### src/rtl/spi_txn_sequencer.sv
`default_nettype none
// ============================================================================
// Module   : spi_txn_sequencer
// Brief    : SPI memory-slave transaction sequencer. Counts SCLK edges,
//            decodes the command byte (addr[7:1], R/W[0]), owns the memory
//            address register and drives shift-register mode, data-memory
//            write enable and MISO buffer enable.
// Options  : SPI_BURST_EN - when defined, the sequencer keeps streaming
//            data bytes with an auto-incrementing (wrapping) address while
//            cs_n stays low; otherwise one data byte per CS assertion.
// Revision : 1.0 - initial release
// ============================================================================
module spi_txn_sequencer #(
    parameter int ADDR_W = 7,
    parameter int DATA_W = 8
) (
    input  logic              clk,
    input  logic              reset,
    input  logic              cs_n,
    input  logic              sclk_posedge,
    input  logic [DATA_W-1:0] sr_pout,
    output logic [1:0]        sr_mode,
    output logic              dm_we,
    output logic              miso_buf_e,
    output logic [ADDR_W-1:0] addr,
    output logic              busy,
    output logic              overrun
);

    localparam int               c_cnt_w    = (DATA_W > 1) ? $clog2(DATA_W) : 1;
    localparam logic [c_cnt_w-1:0] c_last_bit = c_cnt_w'(DATA_W - 1);

    localparam logic [1:0] c_mode_hold  = 2'b00;
    localparam logic [1:0] c_mode_shift = 2'b01;
    localparam logic [1:0] c_mode_load  = 2'b10;

    typedef enum logic [2:0] {
        S_IDLE         = 3'd0,
        S_GET_CMD      = 3'd1,
        S_DECODE       = 3'd2,
        S_READ_LOAD    = 3'd3,
        S_READ_SHIFT   = 3'd4,
        S_WRITE_SHIFT  = 3'd5,
        S_WRITE_COMMIT = 3'd6,
        S_DONE         = 3'd7
    } state_t;

    state_t             r_state;
    logic [c_cnt_w-1:0] r_bit_cnt;

    // Single-cycle states cannot consume an SCLK edge; one arriving there is lost.
    logic w_edge_dropped;
    assign w_edge_dropped = sclk_posedge &&
                            ((r_state == S_DECODE) ||
                             (r_state == S_READ_LOAD) ||
                             (r_state == S_WRITE_COMMIT));

    // Transaction FSM: all outputs are registered alongside the state they belong to.
    always_ff @(posedge clk or posedge reset) begin
        if (reset) begin
            r_state    <= S_IDLE;
            r_bit_cnt  <= '0;
            sr_mode    <= c_mode_hold;
            dm_we      <= 1'b0;
            miso_buf_e <= 1'b0;
            addr       <= '0;
            busy       <= 1'b0;
            overrun    <= 1'b0;
        end else begin
            dm_we <= 1'b0;

            if (w_edge_dropped) begin
                overrun <= 1'b1;
            end

            if (cs_n && (r_state != S_IDLE)) begin
                // Deselect aborts anything in flight; a partial byte is never committed.
                r_state    <= S_IDLE;
                r_bit_cnt  <= '0;
                sr_mode    <= c_mode_hold;
                miso_buf_e <= 1'b0;
                busy       <= 1'b0;
            end else begin
                case (r_state)
                    S_IDLE: begin
                        if (!cs_n) begin
                            r_state   <= S_GET_CMD;
                            r_bit_cnt <= '0;
                            overrun   <= 1'b0;
                            busy      <= 1'b1;
                            sr_mode   <= c_mode_shift;
                        end
                    end

                    S_GET_CMD: begin
                        if (sclk_posedge) begin
                            if (r_bit_cnt == c_last_bit) begin
                                r_state   <= S_DECODE;
                                r_bit_cnt <= '0;
                                sr_mode   <= c_mode_hold;
                            end else begin
                                r_bit_cnt <= r_bit_cnt + c_cnt_w'(1);
                            end
                        end
                    end

                    S_DECODE: begin
                        addr <= sr_pout[ADDR_W:1];
                        if (sr_pout[0]) begin
                            r_state    <= S_READ_LOAD;
                            sr_mode    <= c_mode_load;
                            miso_buf_e <= 1'b1;
                        end else begin
                            r_state <= S_WRITE_SHIFT;
                            sr_mode <= c_mode_shift;
                        end
                    end

                    S_READ_LOAD: begin
                        r_state <= S_READ_SHIFT;
                        sr_mode <= c_mode_shift;
                    end

                    S_READ_SHIFT: begin
                        if (sclk_posedge) begin
                            if (r_bit_cnt == c_last_bit) begin
                                r_bit_cnt <= '0;
`ifdef SPI_BURST_EN
                                addr    <= addr + ADDR_W'(1);
                                r_state <= S_READ_LOAD;
                                sr_mode <= c_mode_load;
`else
                                r_state    <= S_DONE;
                                sr_mode    <= c_mode_hold;
                                miso_buf_e <= 1'b0;
`endif
                            end else begin
                                r_bit_cnt <= r_bit_cnt + c_cnt_w'(1);
                            end
                        end
                    end

                    S_WRITE_SHIFT: begin
                        if (sclk_posedge) begin
                            if (r_bit_cnt == c_last_bit) begin
                                r_bit_cnt <= '0;
                                r_state   <= S_WRITE_COMMIT;
                                sr_mode   <= c_mode_hold;
                                dm_we     <= 1'b1;
                            end else begin
                                r_bit_cnt <= r_bit_cnt + c_cnt_w'(1);
                            end
                        end
                    end

                    S_WRITE_COMMIT: begin
                        // addr only moves after the write pulse so the commit sees a stable address.
`ifdef SPI_BURST_EN
                        addr    <= addr + ADDR_W'(1);
                        r_state <= S_WRITE_SHIFT;
                        sr_mode <= c_mode_shift;
`else
                        r_state <= S_DONE;
                        sr_mode <= c_mode_hold;
`endif
                    end

                    S_DONE: begin
                        sr_mode    <= c_mode_hold;
                        miso_buf_e <= 1'b0;
                    end

                    default: begin
                        r_state    <= S_IDLE;
                        r_bit_cnt  <= '0;
                        sr_mode    <= c_mode_hold;
                        miso_buf_e <= 1'b0;
                        busy       <= 1'b0;
                    end
                endcase
            end
        end
    end

endmodule
`default_nettype wire

### config.mk
export PLATFORM = sky130hd
export DESIGN_NAME = spi_txn_sequencer
export DESIGN_NICKNAME = d
export VERILOG_FILES = /design/src/rtl/spi_txn_sequencer.sv
export SDC_FILE = /design/constraint.sdc
export NUM_CORES = 1
export LEC_CHECK = 0
export ABC_AREA = 1
export CAP_MARGIN = 20
export CORE_UTILIZATION = 45
export DETAILED_ROUTE_END_ITERATION = 10
export GPL_ROUTABILITY_DRIVEN = 0
export PLACE_DENSITY = 0.84
export SLEW_MARGIN = 20
export SYNTH_ARGS = -nofsm -noshare
export SYNTH_HDL_FRONTEND = slang
export SYNTH_SLANG_ARGS = --single-unit
### constraint.sdc
create_clock -name clk -period 1.7 [get_ports clk]
set_input_delay 0.255 -clock clk [delete_from_list [all_inputs] [get_ports clk]]
set_output_delay 0.255 -clock clk [all_outputs]
set_load 0.02 [all_outputs]
# Yosys cells after proc, flatten, opt, wreduce, memory -nomap -nowiden
# Index checks and enable logic that the tools add are counted.
[word_totals]
out_inout_bits = 13
elab_cells = 84
inputBits = 12
register_bits = 19
[classes]
reduce_logical = 18
n_eq_ne = 19
n_bitwise = 1
add_sub_neg = 1
mux = 37
[ops]
columns = ["op", "count"]
rows = [
  ["$mux W3", 13],
  ["$ne A3 B3 Y1 const B", 7],
  ["$pmux W3 S7", 1],
  ["$eq A3 B3 Y1 const B", 5],
  ["$mux W1", 15],
  ["$mux W2", 5],
  ["$pmux W2 S5", 1],
  ["$reduce_and A8 Y1", 1],
  ["$reduce_bool A8 Y1", 1],
  ["$eq A3 B2 Y1 const B", 2],
  ["$ne A3 B1 Y1 const B", 2],
  ["$pmux W3 S2", 1],
  ["$reduce_and A3 Y1", 2],
  ["$reduce_bool A3 Y1", 2],
  ["$reduce_and A2 Y1", 2],
  ["$reduce_and A4 Y1", 1],
  ["$reduce_bool A4 Y1", 1],
  ["$add A3 B1 Y3 const B", 1],
  ["$eq A3 B1 Y1 const B", 1],
  ["$logic_not A3 Y1", 1],
  ["$ne A3 B2 Y1 const B", 1],
  ["$pmux W1 S3", 1],
  ["$reduce_or A3 Y1", 1],
  ["$logic_and A1 B1 Y1", 2],
  ["5 further kinds", 6],
]

# Logic depth before layout (Yosys ltp)
# Gate-level depths: netlist of run 1.
[depth]
ltp_word = 8
mapped_depth = 12
mapped_depth_nobuf = 11

# Worst setup path after synthesis of run 1
# No wires, ideal clock.
[synth_path]
kind = "register to register"
from = "reg r_state[2]"
to = "reg r_state[0]"
setup_time_ns = 0.077
period_less_slack_ns = 1.619
arrival_ns = 1.543
t_required_ns = 1.623
stages_incl_launch_ff = 9
n_path_buf = 2
path_slack_ns = 0.081
cell_sequence = "dfrtp_1 buf_6 nor2_2 nand2_1 ha_1 inv_2 buf_2 o211ai_1 o21ai_1"
[synth_between]
elab_chain_len = 4
word_cells_on_any_way = 20
cone_classes = "eq/ne (13); mux (2); reduce/logical (5)"
[synth_lines]
columns = ["item", "line", "source"]
rows = [
  ["start: declaration", "48", "state_t r_state;"],
  ["start signal: assignment", "61", "r_state <= S_IDLE;"],
  ["start signal: assignment", "78", "r_state <= S_IDLE;"],
  ["start signal: assignment", "87", "r_state <= S_GET_CMD;"],
  ["$reduce_bool A3 Y1", "76", "if (cs_n && (r_state != S_IDLE)) begin"],
  ["$logic_and A1 B1 Y1", "76", ""],
  ["$reduce_bool A8 Y1 (no line) or $ne A3 B3 Y1 (tied branches)", "-", ""],
  ["$reduce_and A8 Y1 (no line)", "-", ""],
]
# Several ways; a longest one is shown, not always the timed one.
# A chain may end at the register's enable or synchronous reset.

# Worst setup path after layout of run 1
[layout_path]
from = "reg r_state[2]"
to = "reg r_bit_cnt[2]"
[layout_between]
elab_chain_len = 4
word_cells_on_any_way = 13
cone_classes = "eq/ne (5); mux (2); reduce/logical (6)"
[layout_lines]
columns = ["item", "line", "source"]
rows = [
  ["$eq A3 B3 Y1 (tied with other cells)", "84", "case (r_state)"],
  ["$reduce_or A3 Y1 (no line) or $logic_and A1 B1 Y1 (tied branches)", "-", ""],
  ["$ne A3 B1 Y1 (no line) (tied with other cells)", "-", ""],
  ["$reduce_and A3 Y1 (no line) or $mux W3 (tied branches)", "-", ""],
  ["end signal: assignment", "102", "r_bit_cnt <= r_bit_cnt + c_cnt_w'(1);"],
  ["end signal: assignment", "138", "r_bit_cnt <= r_bit_cnt + c_cnt_w'(1);"],
  ["end signal: assignment", "151", "r_bit_cnt <= r_bit_cnt + c_cnt_w'(1);"],
  ["end: declaration", "49", "logic [c_cnt_w-1:0] r_bit_cnt;"],
]
# Several ways; a longest one is shown, not always the timed one.

==> qor.log, run 1 <==
qor: place.pre_cts_slack 18.3 ps
qor: pwr.max-vdd-ir-drop 1.09 mV
qor: timing.finalSetupViolCount 0
qor: yosys.synth_enable_flop_cells 0
qor: layout.layout.cell_area.non_filler 0.00150 sq mm
qor: critical_path.crit_path_max_fanout 8
qor: die.placeableCoreArea 0.00245 sq mm
qor: run_status.status finished, final reports clean
qor: routing.routed-via-count 1068
qor: timing.timing.clock.skew 4.10 ps
qor: critical_path.worst_setup_path_startpoint r_state[2]
qor: clocking.postCtsHoldBufs 0
qor: yosys.yosys-mux-area-fraction 0%
qor: critical_path.critical_path_class reg2reg
qor: timing.max_slew_margin 83.8%
qor: timing.worst_margin_slew 240 ps
qor: place.detailed_place.area 0.00147 sq mm
qor: critical_path.worst_ep_required_time 1900 ps
qor: layout.most_common_library_cell_in_the_layout_ignoring_fill_and_taps nand2_1
qor: routing.antenna_left 0
qor: yosys.synth_cell_type_count 26
qor: routing.drtIter0Drc 13
qor: layout.layout.cells.most_common_list 48 x nand2_1, 24 x clkdlybuf4s50_1, 20 x nand3_1
qor: global_routing.grt_antenna_before_repair 0
qor: yosys.synth_top_family_by_area simple AND/OR/NAND/NOR gates
qor: layout.utilization 61.1%
qor: critical_path.rr_startpoint r_state[2]
qor: critical_path.worst_setup_path_start_kind flop
qor: place.placed_cells_incl_taps 204
qor: die.initial_utilization 47.2%
qor: clocking.ctsResizeCount 0
qor: die.boundaryPins 25
qor: global_routing.gr-total-overflow 0
qor: clocking.clock_sink_count 19
qor: clocking.clock_path_buffers 2
qor: die.chipHeight 52.7 um
qor: yosys.post_synth_xor_area_fraction 0%
qor: yosys.post_synthesis_simple_gate_area_fraction 40.3%
qor: clocking.postCtsSetupBuffers 0
qor: yosys.synthAdderAreaFrac 5.40%
qor: place.numPortBuffers 24
qor: layout.finish.net_count 196
qor: clocking.cts-buffers-inserted 3
qor: die.die_area 0.00278 sq mm
qor: timing.min_period_over_period 91.4%
qor: global_routing.grt_pass1_vias 1031
qor: clocking.worst_setup_hold_path_clk_slew 110 ps
qor: timing.clock.fmax 0.644 GHz
qor: global_routing.grt_first_pass_wirelength 4190 um
qor: yosys.compound_gate_portion_of_the_synthesized_area 5.08%
qor: timing.timing.final.max_slew_violations 0
qor: clocking.clkLatencyLatePin 300 ps
qor: clocking.cts.root.buffer_cell clkbuf_4
qor: yosys.ys.warnings.count 0
qor: yosys.synth-seq-cells 19
qor: pwr.power_per_cell_area 1750 mW/mm^2
qor: yosys.synthCells 145
qor: routing.routed_wirelength 2440 um
qor: timing.final_period_minus_worst_setup_slack 1550 ps
qor: yosys.postSynth.topFlopCell dfrtp_1
qor: critical_path.critPathCaptureType flop
qor: critical_path.critPathArrivalTime 1760 ps
qor: global_routing.pin_count_of_the_biggest_net_entering_global_routing 20
qor: pwr.total_leakage_power 0.776 nW
qor: die.die_w 52.7 um
qor: layout.layout-area-overhead-vs-synth 29.4%
qor: routing.via_per_inst 5.13
qor: global_routing.grtUsageTotal 21.0%
qor: clocking.tritoncts done
qor: routing.wl_per_cell 11.8 um
qor: yosys.synth_async_sr_flop_share 100%
qor: yosys.synth_seq_area_share 41.0%
qor: layout.final_cell_count_no_fill 208
qor: yosys.synthDominantAreaCellType dfrtp_1
qor: timing.final-hold-violation-count 0
qor: yosys.synth_fp_nets 162
qor: timing.final.setup.worst_slack 146 ps
qor: place.dp_hpwl 1850 um
qor: routing.drcViolationCount 0
qor: yosys.synth_largest_type_area_fraction 41.0%
qor: flow_run.cap_viol_max_count 0
qor: worst_hold_path.worstHoldPathType in2async
qor: routing.detail_route.first_pass.iterations 4
qor: clocking.htreeDepth 1
qor: layout.antenna_cells_inserted 0
qor: layout.drive_gt1_share 18.0%
qor: yosys.avgSynthCellArea 7.99 sq um
qor: yosys.synthTopCellsByArea dfrtp_1 41%, nand2_1 16%, nand3_1 8.6%
qor: die.placement_rows 18
qor: yosys.mappedNetlistArea 0.00116 sq mm
-- report_power, final --
| group | total (mW) | internal [mW] | leakage (nW) | switching (mW) |
|---|---|---|---|---|
| registers | 0.734 | 0.633 | 0.242 | 0.102 |
| clock network | 0.237 | 0.0915 | 0.0150 | 0.145 |
| logic | 1.65 | 0.670 | 0.519 | 0.979 |
| total | 2.62 | 1.39 | 0.776 | 1.23 |
-- cells by family (layout without fill, tap and decap cells) --
kind of cell    Yosys count  in the layout
flops                    19             19
fa+ha+maj                 5              5
simple gates             91             91
buf+inv                  20             53
compound gates           10             10
-- critical path, stage by stage, from the launching register on --
cell	delay (ps)
dfrtp_2	460
nor2_2	130
nand2_1	120
ha_1	250
inv_4	130
nand4_4	130
clkinv_1	90
nor2_4	40
nand2_1	40
nand2_1	50
-- synth_stat cells, types with 2 or more instances --
master,n
nand2_1,48
nand3_1,20
dfrtp_1,19
inv_1,11
nor2_1,8
ha_1,5
nand2_4,4
o21ai_1,4
inv_2,3
nor2_2,3
o21ai_0,3
buf_6,2
nor2_4,2
-- per-layer routing --
layer / share of wire [%] / up-vias / track usage (%)
met5: 0 / - / 0
met4: 2.3 / 0 / 11.0
met3: 6.8 / 6 / 4.35
met2: 47 / 40 / 34.8
met1: 43 / 492 / 25.3
li1: - / 530 / -
-- stage by stage --
stage	setup TNS (ps)	total power, mW	hold WS (ps)
after floorplan	0	1.86	206
after global placement	0	2.35	456
after detailed placement	0	2.38	462
after CTS	0	2.64	257
after global routing	-9.68	2.85	317
final	0	2.62	256
-- final timing paths --
kind,end,cells past startpoint,slack [ps]
max,r_bit_cnt[2],9,150
min,miso_buf_e,3,260
max reg2reg,r_bit_cnt[2],9,150
min reg2reg,addr[6],2,480
max in group asynchronous,r_state[2],3,1230
min in group clk,addr[6],2,480
-- cell type report --
cell class / instances / area, sq um
fillers: 221 / 956
multi-input cells: 106 / 588
flip-flops and latches: 19 / 477
repair buffers: 32 / 300
inverters: 17 / 70.1
well taps: 30 / 37.5
clock buffers: 4 / 26.3
-- registers in the layout (all words and copies together), names as in the netlist --
register,count
overrun,1
dm_we,1
r_bit_cnt,3
r_state,3
addr,7
miso_buf_e,1
sr_mode,2
busy,1
Note: power is estimated with default switching activity, not from simulation.
==> inputs of run 2 (changes only) <==
--- a/config.mk
+++ b/config.mk
@@ -6,7 +6,7 @@
 export NUM_CORES = 1
 export LEC_CHECK = 0
 export ABC_AREA = 1
-export CAP_MARGIN = 20
+export CAP_MARGIN = 40
 export CORE_UTILIZATION = 45
 export DETAILED_ROUTE_END_ITERATION = 10
 export GPL_ROUTABILITY_DRIVEN = 0
==> results of run 2 <==
No change in the layout: final DEF, timing and power equal those of run 1.
==> RTL change 1: new RTL, config.mk and constraints of run 1 <==
`DATA_W`: 8 -> 16.
--- a/src/rtl/spi_txn_sequencer.sv
+++ b/src/rtl/spi_txn_sequencer.sv
@@ -12,7 +12,7 @@
 // ============================================================================
 module spi_txn_sequencer #(
     parameter int ADDR_W = 7,
-    parameter int DATA_W = 8
+    parameter int DATA_W = 16
 ) (
     input  logic              clk,
     input  logic              reset,
Ports: changed (resized sr_pout); port bits go from 25 to 33. No check against the original RTL was run, so the function may have changed too.
==> RTL change 1 against run 1 <==
  * Design area up 9.8%
  * Clock skew up 3.2 ps
  * Synthesized area up 5.3%
  * Wire length up 18%
  * Sequential cell count up 1
  * Non-clock buffer count up 6
  * Final cell count down 0.96%
  * Critical path depth up 4
  * Power up 21%
  * Count of clock-buffer cells in the layout down 1
  * Setup slack worse by 120 ps
  * Critical path type unchanged
==> RTL change 1: results (changes against run 1) <==
Post-CTS setup repair buffer count - 1 (was 0)
Max_slew headroom - 82.8% (was 83.8%)
Clock skew after layout - 7.27 ps (was 4.10 ps)
Uppermost layer routed - met4 (unchanged)
GR Util met1 - 25.8% (was 25.3%)
Ys flop type - dfrtp_1 (unchanged)
Seq. pwr - 0.793 mW (was 0.734 mW)
Maximum vdd ir drop - 0.00131 V (was 0.00109 V)
Async set or reset register ratio after synthesis - 100% (unchanged)
GR Util All Layers - 22.0% (was 21.0%)
Clock Pin Slew Worst Setup and Hold Paths - 130 ps (was 110 ps)
Syn nets - 161 (was 162)
Reg2reg setup slack - 20 ps (was 150 ps)
Met2 Resource Use GR - 37.9% (was 34.8%)
Min Tclk post-route - 1680 ps (was 1550 ps)
Worst slack, placed - -81.1 ps (was 18.3 ps)
Layout cells sized above 1 - 26.1% (was 18.0%)
Vias in the first global route - 1086 (was 1031)
Vias - 1094 (was 1068)
DRT iter0 DRCs - 71 (was 13)
Gates resized, CTS repair - 1 (was 0)
Largest net degree at the start of global routing - 21 (was 20)
Dpl hpwl - 1990 microns (was 1850 microns)
Distinct cells, synth - 27 (was 26)
Worst path arrival time - 1890 ps (was 1760 ps)
Crit-path slowest cell - dfrtp_1 (was dfrtp_2)
Post-Layout Cell Count - 206 (was 208)
Crit-path max cell delay - 440 ps (was 460 ps)
Comb pwr - 1.99 mW (was 1.65 mW)
Crit. Startpoint - r_state[0]$_DFFE_PP0P_ (was r_state[2]$_DFFE_PP0P_)
M3 GR Usage - 4.24% (was 4.35%)
Top post-synthesis cells by count - 37 x nand2_1, 20 x dfrtp_1, 13 x inv_1 (was 48 x nand2_1, 20 x nand3_1, 19 x dfrtp_1)
CP Max Fanout - 7 (was 8)
Final wirelength - 2890 microns (was 2440 microns)
Largest cells by area after synthesis - dfrtp_1 41%, nand2_1 11%, mux2_4 8.6%, nand3_1 4.5%, inv_1 4.0% (was dfrtp_1 41%, nand2_1 16%, nand3_1 8.6%, ha_1 5.4%, nand2_4 3.9%)
Critical Path Sink - r_bit_cnt[3]$_DFFE_PP0P_ (was r_bit_cnt[2]$_DFFE_PP0P_)
Part of the Yosys area used for sequential elements - 41.0% (about the same)
Fillcell total - 188 (was 221)
WHS - 252 ps (was 256 ps)
Met2 Wirelength - 1500 microns (was 1160 microns)
Router iterations before antenna repair - 6 (was 4)
Yosys warning total - 0 (unchanged)
Status - finished clean (unchanged)
Met3 wire length - 178 microns (was 166 microns)
Fin nets - 200 (was 196)
Placed inst area - 1540 sq um (was 1470 sq um)
Switching power share of the total - 42.7% (was 46.8%)
Mean Syn Cell Area - 8.84 sq um (was 7.99 sq um)
Biggest regs - addr: 7 flops, r_bit_cnt: 4 flops, r_state: 3 flops (was addr: 7 flops, r_bit_cnt: 3 flops, r_state: 3 flops)
Leakage - 0.828 nW (was 0.776 nW)
First-pass GRT wire length - 4520 microns (was 4190 microns)
Comb pwr share - 62.5% (was 62.9%)
WL met1 - 1130 microns (was 1060 microns)
Worst reg2reg path depth - 13 (was 9)
-- RTL change 1: final cells by class --
class / instances / area [sq um] / area share [%]
repair buffers: 38 / 345 / 21.0
well taps: 30 / 37.5 / 2.28
multi-input cells: 96 / 634 / 38.6
flip-flops and latches: 20 / 500 / 30.4
inverters: 18 / 75.1 / 4.56
clock inverters: 1 / 30.0 / 1.83
clock buffers: 3 / 22.5 / 1.37
-- RTL change 1: cells by family (layout without fill, tap and decap cells) --
| kind of cell | Yosys count | in the layout | synth area share, % |
|---|---|---|---|
| adder cells (fa/ha/maj) | 3 | 3 | 3.08 |
| multiplexers | 7 | 7 | 8.62 |
| AND/OR/NAND/NOR | 72 | 72 | 31.6 |
| XOR/XNOR | 1 | 1 | 0.718 |
| flip-flops | 20 | 20 | 41.0 |
| buffers and inverters | 22 | 60 | 9.23 |
| AO/OA/AOI/OAI | 13 | 13 | 5.74 |
==> RTL change 2: new RTL, settings of run 1 <==
Without the edit above. Re-encode `state_t` (8 states) as one-hot, 8 bits wide.
--- a/src/rtl/spi_txn_sequencer.sv
+++ b/src/rtl/spi_txn_sequencer.sv
@@ -34,15 +34,15 @@
     localparam logic [1:0] c_mode_shift = 2'b01;
     localparam logic [1:0] c_mode_load  = 2'b10;
 
-    typedef enum logic [2:0] {
-        S_IDLE         = 3'd0,
-        S_GET_CMD      = 3'd1,
-        S_DECODE       = 3'd2,
-        S_READ_LOAD    = 3'd3,
-        S_READ_SHIFT   = 3'd4,
-        S_WRITE_SHIFT  = 3'd5,
-        S_WRITE_COMMIT = 3'd6,
-        S_DONE         = 3'd7
+    typedef enum logic [7:0] {
+        S_IDLE         = 8'b00000001,
+        S_GET_CMD      = 8'b00000010,
+        S_DECODE       = 8'b00000100,
+        S_READ_LOAD    = 8'b00001000,
+        S_READ_SHIFT   = 8'b00010000,
+        S_WRITE_SHIFT  = 8'b00100000,
+        S_WRITE_COMMIT = 8'b01000000,
+        S_DONE         = 8'b10000000
     } state_t;
 
     state_t             r_state;
Formal check against the unedited RTL: no difference found for any inputs over 10 cycles, from zero or initial values and one cycle with reset high; not proved beyond that.
==> RTL change 2 against run 1 <==
  * Sequential power increased by 9.1%
  * Final cell count increased by 7.7%
  * Setup slack got worse by 32 ps
  * Sequential cell count increased by 5
  * Design area increased by 13%
  * Synthesized area increased by 17%
  * Wire length increased by 6.9%
  * Critical path depth decreased by 8
  * Power decreased by 16%
  * Fmax decreased by 2.0%
  * Largest cell class unchanged
==> RTL change 2: results (changes against run 1) <==
Status - finished clean (unchanged)
Largest net degree at the start of global routing - 25 (was 20)
WHS - 264 ps (was 256 ps)
H-tree levels - 1 (unchanged)
Post-CTS setup repair buffer count - 0 (unchanged)
CTS buffer count - 3 (unchanged)
Initial antenna violation count - 0 (unchanged)
Syn nets - 178 (was 162)
WL per Instance - 11.7 microns (was 11.8 microns)
Die area - 3220 sq um (was 2780 sq um)
First-pass GRT wire length - 4550 microns (was 4190 microns)
Post-synthesis adder-cell area fraction - 1.85% (was 5.40%)
Maximum vdd ir drop - 0.000770 V (was 0.00109 V)
Part of the Yosys area used for sequential elements - 44.6% (was 41.0%)
Vias in the first global route - 1103 (was 1031)
Crit-path slowest cell - clkdlybuf4s50_1 (was dfrtp_2)
Clock Path Buffers - 2 (unchanged)
Slew @ Worst Pin - 301 ps (was 240 ps)
Layout cells sized above 1 - 21.2% (was 18.0%)
Synth Area in XOR/XNOR - 0% (unchanged)
Clock Pin Slew Worst Setup and Hold Paths - 130 ps (was 110 ps)
DRT iter0 DRCs - 33 (was 13)
Yosys warning total - 0 (unchanged)
Switching power share of the total - 37.3% (was 46.8%)
Port Buffer Count - 24 (unchanged)
Mux contribution to synthesized area - 7.78% (was 0%)
Distinct cells, synth - 20 (was 26)
Fin nets - 208 (was 196)
Clock root cell - clkbuf_4 (unchanged)
Crit-path max cell delay - 630 ps (was 460 ps)
Synthesized netlist cell count - 164 (was 145)
Clock skew after layout - 10.4 ps (was 4.10 ps)
Number of diodes - 0 (unchanged)
Gates resized, CTS repair - 0 (unchanged)
Worst slack, placed - 81.0 ps (was 18.3 ps)
Compound-gate portion of the synthesized area - 4.63% (was 5.08%)
Via density - 5.02 (was 5.13)
Worst path top cell family by delay - buffers and inverters (was simple AND/OR/NAND/NOR gates)
Dpl hpwl - 2080 microns (was 1850 microns)
Placed inst area - 1640 sq um (was 1470 sq um)
Router iterations before antenna repair - 4 (unchanged)
Worst reg2reg path depth - 6 (was 9)
Placed cells - 220 (was 204)
GR Util All Layers - 18.0% (was 21.0%)
CP Max Fanout - 2 (was 8)
Leakage - 0.892 nW (was 0.776 nW)
Async set or reset register ratio after synthesis - 100% (unchanged)
Worst-Skew Late Latency - 320 ps (was 300 ps)
Worst r2r dst - addr[1]$_DFFE_PP0P_ (was r_bit_cnt[2]$_DFFE_PP0P_)
Min-delay worst type - in -> async (unchanged)
Reg2reg setup slack - 140 ps
Top post-synthesis cells by count - 42 x nand2_1, 23 x dfrtp_1, 23 x nor2_1 (was 48 x nand2_1, 20 x nand3_1, 19 x dfrtp_1)
Final wirelength - 2610 microns (was 2440 microns)
Biggest regs - r_state: 8 flops, addr: 7 flops, r_bit_cnt: 3 flops (was addr: 7 flops, r_bit_cnt: 3 flops, r_state: 3 flops)
FF-to-FF Start - r_state[0]$_DFFE_PP1P_ (was r_state[2]$_DFFE_PP0P_)
Largest cells by area after synthesis - dfrtp_1 43%, nand2_1 12%, mux2_4 7.8%, nor2_1 6.4%, inv_1 4.2% (was dfrtp_1 41%, nand2_1 16%, nand3_1 8.6%, ha_1 5.4%, nand2_4 3.9%)
==> RTL change 2: worst min-delay path: cells and delay by family <==
family | cells | cell delay (ps)
buf+inv | 3 | 740
==> RTL change 2: worst max path at each step <==
stage | to | depth (start not counted) | slack (ps) | start
floorplan | addr[0]$_DFFE_PP0P_ | 6 | 260 | r_state[0]$_DFFE_PP1P_
global placement | addr[0]$_DFFE_PP0P_ | 4 | 110 | cs_n
detailed placement | addr[4]$_DFFE_PP0P_ | 4 | 80 | cs_n
CTS | addr[2] | 1 | 100 | addr[2]$_DFFE_PP0P_
global route | r_state[7]$_DFFE_PP0P_ | 10 | 70 | r_state[1]$_DFFE_PP0P_
finish | addr[2] | 1 | 110 | addr[2]$_DFFE_PP0P_
==> RTL change 2: final cells by class <==
type                       count  area (sq um)
timing repair buffer          25           248
clock inverter                 1          30.0
fill                         249          1120
inverter                      22          82.6
tap                           31          38.8
clock buffer                   3          22.5
sequential                    24           602
multi-input combinational    118           666
==> RTL change 2: routing by layer <==
metal	track usage, %	share of wire (%)	wire, microns	up-vias
met2	32.8	52	1360	25
li1	-	-	-	579
met4	6.27	1.2	31	0
met1	22.3	44	1160	516
met3	1.38	2.4	62	4
met5	0	0	0	-
==> RTL change 2: power groups by stage <==
stage / registers (mW) / clock network, mW / logic [mW]
after floorplan: 0.897 / 0 / 0.580
after global placement: 0.808 / 0 / 0.971
after detailed placement: 0.809 / 0 / 0.991
after CTS: 0.800 / 0.412 / 0.997
after global routing: 0.814 / 0.438 / 1.09
final: 0.801 / 0.407 / 0.991
